$ cat src/rtl/gpio_pkg.sv
// Shared GPIO constants: input width and default debounce timing.
// Also provides a width helper for counters that must be at least 1 bit wide.
package gpio_pkg;

  localparam int GPI_W        = 32;
  localparam int GPI_PRESCALE = 1000;
  localparam int GPI_STABLE   = 4;

  // Bits needed to hold values 0..n-1, never less than one bit.
  function automatic int width_of(input int n);
    return (n > 1) ? $clog2(n) : 1;
  endfunction

endpackage

$ cat src/rtl/gpi_db_bit.sv
// One debounced input bit: 2-flop synchronizer, agreement counter and
// accepted level. The counter only advances on the shared sample tick.
module gpi_db_bit
  import gpio_pkg::*;
#(
  parameter int STABLE = GPI_STABLE
) (
  input  logic clk,
  input  logic rst,
  input  logic tick,
  input  logic raw,
  output logic db
);

  localparam int CW = $clog2(STABLE + 1);

  logic          sync1_q;
  logic          sync2_q;
  logic [CW-1:0] cnt_q;
  logic [CW-1:0] cnt_d;
  logic          db_q;
  logic          db_d;

  // Two-stage synchronizer for the asynchronous pin.
  always_ff @(posedge clk or negedge rst) begin
    if (!rst) begin
      sync1_q <= 1'b0;
      sync2_q <= 1'b0;
    end else begin
      sync1_q <= raw;
      sync2_q <= sync1_q;
    end
  end

  // On each tick: an agreeing sample restarts the run; the STABLE-th
  // consecutive differing sample flips the level and restarts the run.
  always_comb begin
    cnt_d = cnt_q;
    db_d  = db_q;
    if (tick) begin
      if (sync2_q == db_q) begin
        cnt_d = '0;
      end else if (cnt_q == CW'(STABLE - 1)) begin
        db_d  = sync2_q;
        cnt_d = '0;
      end else begin
        cnt_d = cnt_q + CW'(1);
      end
    end
  end

  // Counter and accepted level registers.
  always_ff @(posedge clk or negedge rst) begin
    if (!rst) begin
      cnt_q <= '0;
      db_q  <= 1'b0;
    end else begin
      cnt_q <= cnt_d;
      db_q  <= db_d;
    end
  end

  assign db = db_q;

endmodule

$ cat src/rtl/gpi_debounce.sv
// GPI debounce block: shared sample prescaler, W independent debounced bits
// and optional sticky rising-edge flags.
// Define GPI_EDGE_CAPTURE_EN to build the rise_flags registers; without it
// rise_flags is tied to zero and edge_clr is ignored.
module gpi_debounce
  import gpio_pkg::*;
#(
  parameter int W        = GPI_W,
  parameter int PRESCALE = GPI_PRESCALE,
  parameter int STABLE   = GPI_STABLE
) (
  input  logic         clk,
  input  logic         rst,
  input  logic [W-1:0] gpi_raw,
  input  logic [W-1:0] edge_clr,
  output logic [W-1:0] gpi_db,
  output logic [W-1:0] rise_flags
);

  localparam int PW = width_of(PRESCALE);

  logic [PW-1:0] presc_q;
  logic [PW-1:0] presc_d;
  logic          tick;

  // Sample tick fires on the last count of each prescaler period.
  always_comb begin
    tick    = (presc_q == PW'(PRESCALE - 1));
    presc_d = tick ? '0 : presc_q + PW'(1);
  end

  // Prescaler register.
  always_ff @(posedge clk or negedge rst) begin
    if (!rst) begin
      presc_q <= '0;
    end else begin
      presc_q <= presc_d;
    end
  end

  genvar gi;
  generate
    for (gi = 0; gi < W; gi++) begin : g_bit
      gpi_db_bit #(
        .STABLE(STABLE)
      ) u_bit (
        .clk (clk),
        .rst (rst),
        .tick(tick),
        .raw (gpi_raw[gi]),
        .db  (gpi_db[gi])
      );
    end
  endgenerate

`ifdef GPI_EDGE_CAPTURE_EN
  logic [W-1:0] db_prev_q;
  logic [W-1:0] flags_q;
  logic [W-1:0] flags_d;

  // A fresh 0->1 on the level sets the flag; set wins over a same-cycle clear.
  always_comb begin
    flags_d = (flags_q & ~edge_clr) | (gpi_db & ~db_prev_q);
  end

  // Previous level and sticky flag registers.
  always_ff @(posedge clk or negedge rst) begin
    if (!rst) begin
      db_prev_q <= '0;
      flags_q   <= '0;
    end else begin
      db_prev_q <= gpi_db;
      flags_q   <= flags_d;
    end
  end

  assign rise_flags = flags_q;
`else
  logic unused_edge_clr;

  assign unused_edge_clr = ^edge_clr;
  assign rise_flags      = '0;
`endif

endmodule

$ cat config.mk
export PLATFORM = sky130hd
export DESIGN_NAME = gpi_debounce
export DESIGN_NICKNAME = d
export VERILOG_FILES = /design/src/rtl/gpio_pkg.sv /design/src/rtl/gpi_db_bit.sv /design/src/rtl/gpi_debounce.sv
export SDC_FILE = /design/constraint.sdc
export NUM_CORES = 1
export LEC_CHECK = 0
export BUFFER_PORTS_ARGS = -buffer_cell sky130_fd_sc_hd__buf_2
export CAP_MARGIN = 20
export CORE_ASPECT_RATIO = 2
export CORE_MARGIN = 5
export CORE_UTILIZATION = 50
export DETAILED_ROUTE_END_ITERATION = 6
export GPL_ROUTABILITY_DRIVEN = 0
export PLACE_DENSITY = 0.75
export REMOVE_ABC_BUFFERS = 1
export SETUP_SLACK_MARGIN = 0.02
export SLEW_MARGIN = 20
export SYNTH_ARGS = -nofsm -noshare
export SYNTH_HDL_FRONTEND = slang
export SYNTH_SLANG_ARGS = --single-unit
$ cat constraint.sdc
create_clock -name clk -period 2.3 [get_ports clk]
set_clock_uncertainty 0.05 [all_clocks]
set_input_delay 0.115 -clock clk [delete_from_list [all_inputs] [get_ports clk]]
set_output_delay 0.115 -clock clk [all_outputs]
set_load 0.02 [all_outputs]
# Word level (Yosys, flattened, before mapping)
# Cells that the tools add are included.
word_totals:
  register_bits: 202
  latchBits: 0
  ram_bits: 0
  mem_bits_ro: 0
  output_inout_bits: 64
  wordCells: 356
  mem_count: 0
classes:
  n_addsub: 33
  mul: 0
  div_mod_pow: 0
  magnitude_cmp: 0
  eq_ne: 65
  shift: 0
  n_mux: 65
  bitwise_logic: 32
  n_reduce_logical: 32
op_table:
  columns: ["op", "count"]
  rows:
  - ["2-to-1 mux 3 bit", 64]
  - ["adder 3 x 1 -> 3 bit, second input constant", 32]
  - ["equality test 3 x 2 -> 1 bit, second input constant", 32]
  - ["AND reduction 3 bit", 32]
  - ["equality test 1 bit", 32]
  - ["inverter 1 bit", 32]
  - ["adder 10 x 1 -> 10 bit, second input constant", 1]
  - ["equality test 10 bit, second input constant", 1]
  - ["2-to-1 mux 10 bit", 1]

# Depth between registers and ports, before layout
# Gate-level depths: netlist of the first run.
depth:
  word_depth: 3
  ltp_mapped: 7
  mapped_depth_nobuf: 4

# By module
# Synthesis of the first run repeated with hierarchy kept, for this count alone.
unflattened:
  cells_unflattened: 717
  area_unflattened_um2: 8745.9
modules_own_cells:
  columns: ["module", "n_inst", "cells_per_inst", "area_each_um2"]
  rows:
  - ["gpi_db_bit", 32, 20, 250.2]
  - ["gpi_debounce", 1, 77, 738.2]

# Worst setup path before layout of the first run
# No wires, ideal clock.
synth_timing:
  kind: "register to register"
  startpoint: "reg presc_q[0]"
  endpoint: "reg g_bit[18].u_bit.db_q"
  t_arrival_ns: 1.666
  required_time_ns: 2.125
  slack_ns: 0.459
  path_stages_with_launch: 7
  n_path_buf: 2
  synth_period_minus_slack_ns: 1.841
  cell_sequence: "dfrtp_1 ha_1 nand4bb_4 buf_6 buf_6 nor4_2 mux2_2"
synth_via:
  elab_chain_cells: 2
synth_rtl:
  columns: ["element", "line", "rtl"]
  rows:
  - ["start: declaration", "gpi_debounce.sv:22", "logic [PW-1:0] presc_q;"]
  - ["start signal: assignment", "gpi_debounce.sv:37", "presc_q <= presc_d;"]
  - ["equality test 10 bit", "gpi_debounce.sv:28", "tick = (presc_q == PW'(PRESCALE - 1));"]
  - ["AND reduction 3 bit (no source line)", null, null]
  - ["end signal: assignment", "gpi_db_bit.sv:56", "db_q <= 1'b0;"]
  - ["end signal: assignment", "gpi_db_bit.sv:59", "db_q <= db_d;"]
  - ["end: declaration", "gpi_db_bit.sv:21", "logic db_q;"]
# Every way passes these cells.
# A chain may end at the register's enable or synchronous reset.

# Final worst setup path of the first run
layout_timing:
  startpoint: "reg presc_q[0]"
  endpoint: "reg g_bit[20].u_bit.cnt_q[0]"
layout_via:
  elab_chain_cells: 1
layout_rtl:
  columns: ["element", "line", "rtl"]
  rows:
  - ["equality test 10 bit", "gpi_debounce.sv:28", null]
  - ["end signal: assignment", "gpi_db_bit.sv:58", "cnt_q <= cnt_d;"]
  - ["end: declaration", "gpi_db_bit.sv:19", "logic [CW-1:0] cnt_q;"]
# Every way passes these cells.

==> results by group, run 1 <==
Global routing
  – Vias in the first global route: between 5k and 6k
  – Initial antenna violation count: 0
  – Tot GR Track Use: between 10% and 20%
  – Global-route wire length before repair: about 27 mm
  – Total global routing overflow: 0
  – Largest net degree at the start of global routing: 72

Route
  – Initial DRC count: 136
  – ANT nets after route: 0
  – Final Routed Wirelength: 15.7 mm
  – 1st-pass router iterations: 4
  – Number of remaining DRC errors: 0
  – Vias/cell: roughly 5.4
  – Routed vias: ~5.5k
  – Per-cell routed wire length: between 15 and 20 um

Power and ir drop
  – Net Sw Frac: 21.3%
  – Net Switching: between 1 and 1.5 mW
  – Clock power frac: between 40% and 50%
  – Comb pwr share: approximately 3.7%
  – Sequential power share: between 50 and 60%
  – Worst IR Drop VDD: 0.868 mV
  – Leakage: 5.00 nW
  – Power Total: roughly 7.0 mW
  – Power per Cell Area: 677 nW/um^2
  – P_int: around 5.5 mW

STA
  – Fmax: approximately 460 MHz
  – Slew Viols, Final: 0
  – Hold Fails Final Rpt: 0
  – Final period utilization: a little over nine tenths
  – Min cycle time layout: 2150 ps
  – WHS: around 100 ps
  – RSZ-0062 raised after global routing: false
  – Post-Route Setup TNS: 0 ps
  – Slew @ Worst Pin: 547 ps
  – Rel. slew slack: between 60% and 70%
  – Setup Viol. Count Final: 0
  – Setup WS post-layout: approximately 150 ps

Worst setup path
  – R2r setup slk: approximately 150 ps
  – Worst-path fanout max: 29
  – Critical Path End Type: flip-flop
  – Critical Path AT: 2470 ps
  – Worst Reg-to-Reg Cells: 5
  – Reg2Reg Launch Point: presc_q[0]
  – Worst r2r dst: g_bit[20].u_bit.cnt_q[0]
  – Type of origin of the critical path: flip-flop
  – Required time of the critical path: around 2600 ps
  – Critical path class: flip-flop to flip-flop

Layout
  – Area grow syn2layout: 12.9%
  – Share of cells above drive strength 1: 23.1%
  – Antenna diodes: 0
  – Register area: approximately 5100 um^2
  – Most frequent cells in the layout: dfrtp_1 (202), buf_2 (64), mux2_2 (53), nor2b_1 (34)
  – Layout net count: 894
  – Most common cell after layout, fill and taps aside: dfrtp_1
  – Layout fillers: 1488
  – Multi-input combinational cell area: between 3000 and 4000 um^2
  – Final Instance Area: 10300 um^2

Synthesis
  – Ys flop type: dfrtp_1
  – Distinct cells, synth: 40
  – Area contributors post-synth: dfrtp_1 (55%), mux2_2 (6.5%), buf_4 (5.5%)
  – Register bit total from synthesis: 202
  – Number of synthesized flops with an enable pin: 0
  – Gate Count Post-Synth: about 720
  – Mapped cell area: 9120 um^2
  – Mapped Avg Cell Area: 12.6 um^2
  – FFs w/ async S/R, synth: between 90% and 100%
  – Yosys warning total: 0
  – Yosys top cell area share: between 50% and 60%
  – Register area share after synthesis: a little under three fifths
  – Area leader, netlist: dfrtp_1

Floorplan
  – Chip height: 201 um
  – Ports: 130
  – Row cnt: 70
  – Die W: approximately 110 um
  – Core area: between 15000 and 20000 um^2
  – Initial core utilization: approximately half
  – Die area: between 20000 and 25000 um^2

Outcome
  – Status: finished clean

CTS
  – Buffer count from post-CTS setup fixing: 0
  – CTS Buf Count: 19
  – Worst skew pair latency: between 400 and 500 ps
  – CTS tree: yes
  – Reg clk slew, reported paths: ~60 ps
  – H-tree levels: 1
  – Clk sinks: between 200 and 250
  – Clock tree buffer depth: 3
  – Root Buffer: clkbuf_16

Hold path
  – Worst hold path class: input pin to asynchronous set/reset pin

Place
  – PortBufs: 65
  – Hpwl dp: ~10 mm
  – Pre-CTS setup slack: between 100 and 150 ps
  – Post-DP Area: approximately 9400 um^2

Run
  – Max-Cap Viols: 0
-- synth_stat cells, types with 2 or more instances --
cell and number:
o21ai_1 10, buf_6 6, nand3b_1 16, dfrtp_1 202
o21a_1 17, nor3_1 19, a21oi_1 2, o21ai_0 25
a21boi_0 15, mux2_1 13, buf_2 9, clkbuf_1 10
buf_1 2, inv_1 4, nor4_2 14, nand3_1 18
xnor2_1 18, nand4_1 2, nor2b_1 34, nor2_1 21
mux2_2 53, buf_4 67, ha_1 33, nand2b_1 30
o31ai_1 31, nand2_1 2, or3_1 3, nor4b_1 17
xor2_1 17
-- final cells by class --
class | count | share of cell area (%)
Clock inverter | 8 | 0.948
Multi-Input combinational cell | 452 | 34.1
Tap cell | 216 | 2.63
Sequential cell | 202 | 49.1
Clock buffer | 24 | 4.90
Timing Repair Buffer | 116 | 8.13
Inverter | 4 | 0.146
-- metal layers --
metal	routed length [um]	vias to the layer above	share of wire [%]	track usage [%]
met3	615	26	3.9	2.12
li1	-	2580	-	-
met4	344	0	2.2	4.88
met5	0	-	0	0
met2	8550	87	54	27.8
met1	6230	2783	40	18.4
-- worst max-delay path, cell delays in order, from the launching register on --
cell and delay (ps):
dfrtp_1 380, ha_1 290, nand4bb_4 290, nor3_4 240
buf_4 380, mux2_2 380
-- flip-flops by register name, summed over array words and instances (netlist names) --
name                 flops
g_bit.u_bit.sync2_q     32
g_bit.u_bit.db          32
g_bit.u_bit.cnt_q       96
presc_q                 10
g_bit.u_bit.sync1_q     32
-- per-stage QoR --
| stage | utilization (%) | std cells |
|---|---|---|
| floorplan | - | 658 |
| global placement | 51.6 | 957 |
| detailed placement | 51.6 | 957 |
| CTS | 56.7 | 1022 |
| global route | 56.8 | 1022 |
| finish | 56.8 | 1022 |
-- kinds of logic (layout without fill, tap and decap cells) --
logic type,Yosys count,count (layout),synth area share (%)
mux,66,66,8.15
flops,202,202,55.4
buf+inv,98,152,7.41
other cells,1,32,0.0411
simple gates,183,183,13.5
xor+xnor,35,35,3.36
compound gates,103,103,7.52
fa+ha+maj,33,33,4.53
-- power by group through the flow --
stage                     Clock, mW  Sequential (mW)  Combinational [mW]
after global placement            0             3.70               0.219
after global routing           3.29             3.64               0.296
after detailed placement          0             3.70               0.222
after floorplan                   0             3.70              0.0995
after CTS                      3.17             3.64               0.265
final                          3.08             3.63               0.260
-- worst max path at each step --
stage          slack, ps        from  cells past startpoint                        to
6_report             150  presc_q[0]                      5  g_bit[20].u_bit.cnt_q[0]
5_1_grt               30  presc_q[0]                      5  g_bit[20].u_bit.cnt_q[0]
4_1_cts              120  presc_q[0]                      5  g_bit[24].u_bit.cnt_q[1]
3_5_place_dp         130  presc_q[0]                      5  g_bit[20].u_bit.cnt_q[0]
3_3_place_gp         150  presc_q[0]                      5        g_bit[27].u_bit.db
2_1_floorplan      -1170  presc_q[5]                      3  g_bit[10].u_bit.cnt_q[0]
-- repair_timing --
item | in CTS | in global routing
resized for setup | 0 | 1
endpoints found under the hold margin | 103 | 0
endpoints found under the setup margin | 0 | 1
hold buffers | 33 | 0
Note: power is estimated with default switching activity, not from simulation.
==> run 2, diff against run 1 <==
--- a/config.mk
+++ b/config.mk
@@ -8,11 +8,12 @@
 export BUFFER_PORTS_ARGS = -buffer_cell sky130_fd_sc_hd__buf_2
 export CAP_MARGIN = 20
 export CORE_ASPECT_RATIO = 2
-export CORE_MARGIN = 5
+export CORE_MARGIN = 3
 export CORE_UTILIZATION = 50
 export DETAILED_ROUTE_END_ITERATION = 6
 export GPL_ROUTABILITY_DRIVEN = 0
 export PLACE_DENSITY = 0.75
+export RECOVER_POWER = 50
 export REMOVE_ABC_BUFFERS = 1
 export SETUP_SLACK_MARGIN = 0.02
 export SLEW_MARGIN = 20
==> run 2 against run 1 <==
  * The run now ends with capacitance limit, slew limit left
  * Routed wire length down 2.0%
  * Sequential power barely moved
  * Die area fell by 5.7%
  * Worst setup slack gained 70 ps
  * Core utilization up 0.56 points
  * Power down 2.2%
  * Design area shrank 0.46%
  * Clock-buffer cell count is 1 higher
  * Worst hold slack better by 130 ps
  * Critical path depth is the same
==> results by group, run 2 (same netlist as run 1, synthesis figures left out) <==
Layout
  – Post-layout util: 57.3% (was 56.8%)
  – Biggest register: g_bit.u_bit.cnt_q (unchanged)
  – Share of cells above drive strength 1: 21.9% (was 23.1%)
  – Layout net count: 889 (was 894)
  – Max reg flops: 96 (unchanged)
  – Area grow syn2layout: 12.4% (was 12.9%)
  – Most common cell after layout, fill and taps aside: dfrtp_1 (unchanged)
  – Antenna diodes: 0 (unchanged)
  – Most frequent cells in the layout: dfrtp_1 (202), buf_2 (61), mux2_2 (53), nor2b_1 (34) (was dfrtp_1 (202), buf_2 (64), mux2_2 (53), nor2b_1 (34))

STA
  – Hold Fails Final Rpt: 0 (unchanged)
  – Min cycle time layout: 2080 ps (was 2150 ps)
  – Fmax: 480 MHz (was 464 MHz)
  – RSZ-0062 raised after global routing: false (unchanged)
  – Slew Viols, Final: 65 (was 0)
  – Rel. slew slack: -12.3% (was 63.6%)
  – Setup Viol. Count Final: 0 (unchanged)
  – Slew @ Worst Pin: 1680 ps (was 547 ps)
  – Final period utilization: 90.6% (was 93.6%)

Power and ir drop
  – Worst IR Drop VDD: 0.635 mV (was 0.868 mV)
  – Power per Cell Area: 665 nW/um^2 (was 677 nW/um^2)
  – Power Total: 6.81 mW (was 6.97 mW)
  – Leakage: 4.97 nW (was 5.00 nW)

Place
  – Hpwl dp: 9.94 mm (was 10.2 mm)
  – PortBufs: 65 (unchanged)

Route
  – Final Routed Wirelength: 15.4 mm (was 15.7 mm)
  – Number of remaining DRC errors: 0 (unchanged)
  – Met3 Wirelength: 589 um (was 615 um)
  – ANT nets after route: 0 (unchanged)
  – Initial DRC count: 217 (was 136)
  – Routed vias: 5478 (was 5476)
  – Met2 Routed Length: 8.40 mm (was 8.55 mm)
  – Per-cell routed wire length: 15.2 um (was 15.4 um)
  – 1st-pass router iterations: 4 (unchanged)
  – Vias/cell: 5.41 (was 5.36)
  – Met1 WL: 6.19 mm (was 6.23 mm)
  – Max Used Layer: met4 (unchanged)

Global routing
  – Largest net degree at the start of global routing: 67 (was 72)
  – Vias in the first global route: 5763 (was 5827)
  – Tot GR Track Use: 16.3% (was 15.3%)
  – Initial antenna violation count: 0 (unchanged)
  – Total global routing overflow: 0 (unchanged)
  – Global-route wire length before repair: 26.9 mm (was 27.4 mm)

Worst setup path
  – Required time of the critical path: 2610 ps (about the same)
  – Cell Chain, Critical Path: ha_1, nand4bb_4, buf_4, nor4b_1, mux2_2 (was ha_1, nand4bb_4, nor3_4, buf_4, mux2_2)
  – Critical path's largest stage delay: 400 ps (was 380 ps)
  – Worst-path fanout max: 22 (was 29)
  – Slowest cell on crit path: nor4b_1 (was dfrtp_1)
  – Critical path class: flip-flop to flip-flop (unchanged)
  – Critical Path End Type: flip-flop (unchanged)
  – Critical Path AT: 2390 ps (was 2470 ps)
  – Worst Reg-to-Reg Cells: 5 (unchanged)
  – Type of origin of the critical path: flip-flop (unchanged)

Floorplan
  – Initial core utilization: 51.0% (was 50.3%)
  – Die W: 101 um (was 105 um)
  – Row cnt: 69 (was 70)
  – Core area: 17900 um^2 (was 18100 um^2)
  – Ports: 130 (unchanged)
  – Chip height: 197 um (was 201 um)
  – Die area: 20000 um^2 (was 21200 um^2)

Outcome
  – Failing checks: capacitance limit, slew limit
  – Status: complete, but fails checks (was finished clean)

Hold path
  – Hold Path Stages: 2
  – Worst hold path class: input pin to flip-flop (was input pin to asynchronous set/reset pin)

CTS
  – CTS tree: yes (unchanged)
  – H-tree levels: 1 (unchanged)
  – Root Buffer: clkbuf_16 (unchanged)
  – Clk sinks: 202 (unchanged)
  – Reg clk slew, reported paths: 70 ps (was 60 ps)
  – Worst skew pair latency: 480 ps (about the same)
  – Buffer count from post-CTS setup fixing: 0 (unchanged)
  – Clock tree buffer depth: 3 (unchanged)
  – CTS Buf Count: 18 (was 19)

Run
  – Max-Cap Viols: 1 (was 0)
run 2: final cells by class:
| cell class | instances | area [um^2] |
|---|---|---|
| multi-input cells | 452 | 3510 |
| well taps | 213 | 267 |
| fillers | 1450 | 7630 |
| flip-flops and latches | 202 | 5050 |
| repair buffers | 112 | 836 |
| clock inverters | 4 | 47.5 |
| inverters | 4 | 15.0 |
| clock buffers | 25 | 518 |
run 2: through the flow:
stage | instances | hold slack [ps] | area [um^2] | setup slack, ps | TNS (ps)
2_1_floorplan | 658 | -231 | 8570 | -1170 | -78930
3_3_place_gp | 950 | 107 | 9370 | 290 | 0
3_5_place_dp | 950 | 115 | 9370 | 271 | 0
4_1_cts | 1012 | 206 | 10300 | 196 | 0
5_1_grt | 1012 | 221 | 10200 | 93.7 | 0
6_report | 1012 | 229 | 10200 | 217 | 0
run 2: power breakdown:
| part | leakage [nW] | internal [mW] | switching (mW) |
|---|---|---|---|
| Sequential | 2.66 | 3.61 | 0.0258 |
| Clock | 0.275 | 1.68 | 1.24 |
| Combinational | 2.03 | 0.0946 | 0.166 |
run 2: critical path: cells and delay by family (launching register included):
kind                     cells  cell delay, ps
flip-flops                   1             390
adder cells (fa/ha/maj)      1             290
multiplexers                 1             380
buffers and inverters        1             270
AND/OR/NAND/NOR              2             580
run 2: timing repair:
item	in CTS	in global routing
resized for setup	0	0
hold buffers	33	0
endpoints found under the hold margin	93	0
run 2: routing by layer:
layer,vias up,GRT usage [%]
met2,112,29.4
met3,13,2.34
met1,2780,20.1
li1,2573,-
met5,-,0
met4,0,4.29
run 2: worst paths after layout:
| kind | startpoint | to | slack (ps) |
|---|---|---|---|
| min in group asynchronous | rst | g_bit[4].u_bit.db | 580 |
| hold / removal | gpi_raw[1] | g_bit[1].u_bit.sync1_q | 230 |
| setup / recovery | presc_q[0] | g_bit[24].u_bit.db | 220 |
| setup reg to reg | presc_q[0] | g_bit[24].u_bit.db | 220 |
| max in group asynchronous | rst | g_bit[28].u_bit.sync1_q | 460 |
| hold reg to reg | g_bit[2].u_bit.sync1_q | g_bit[2].u_bit.sync2_q | 300 |
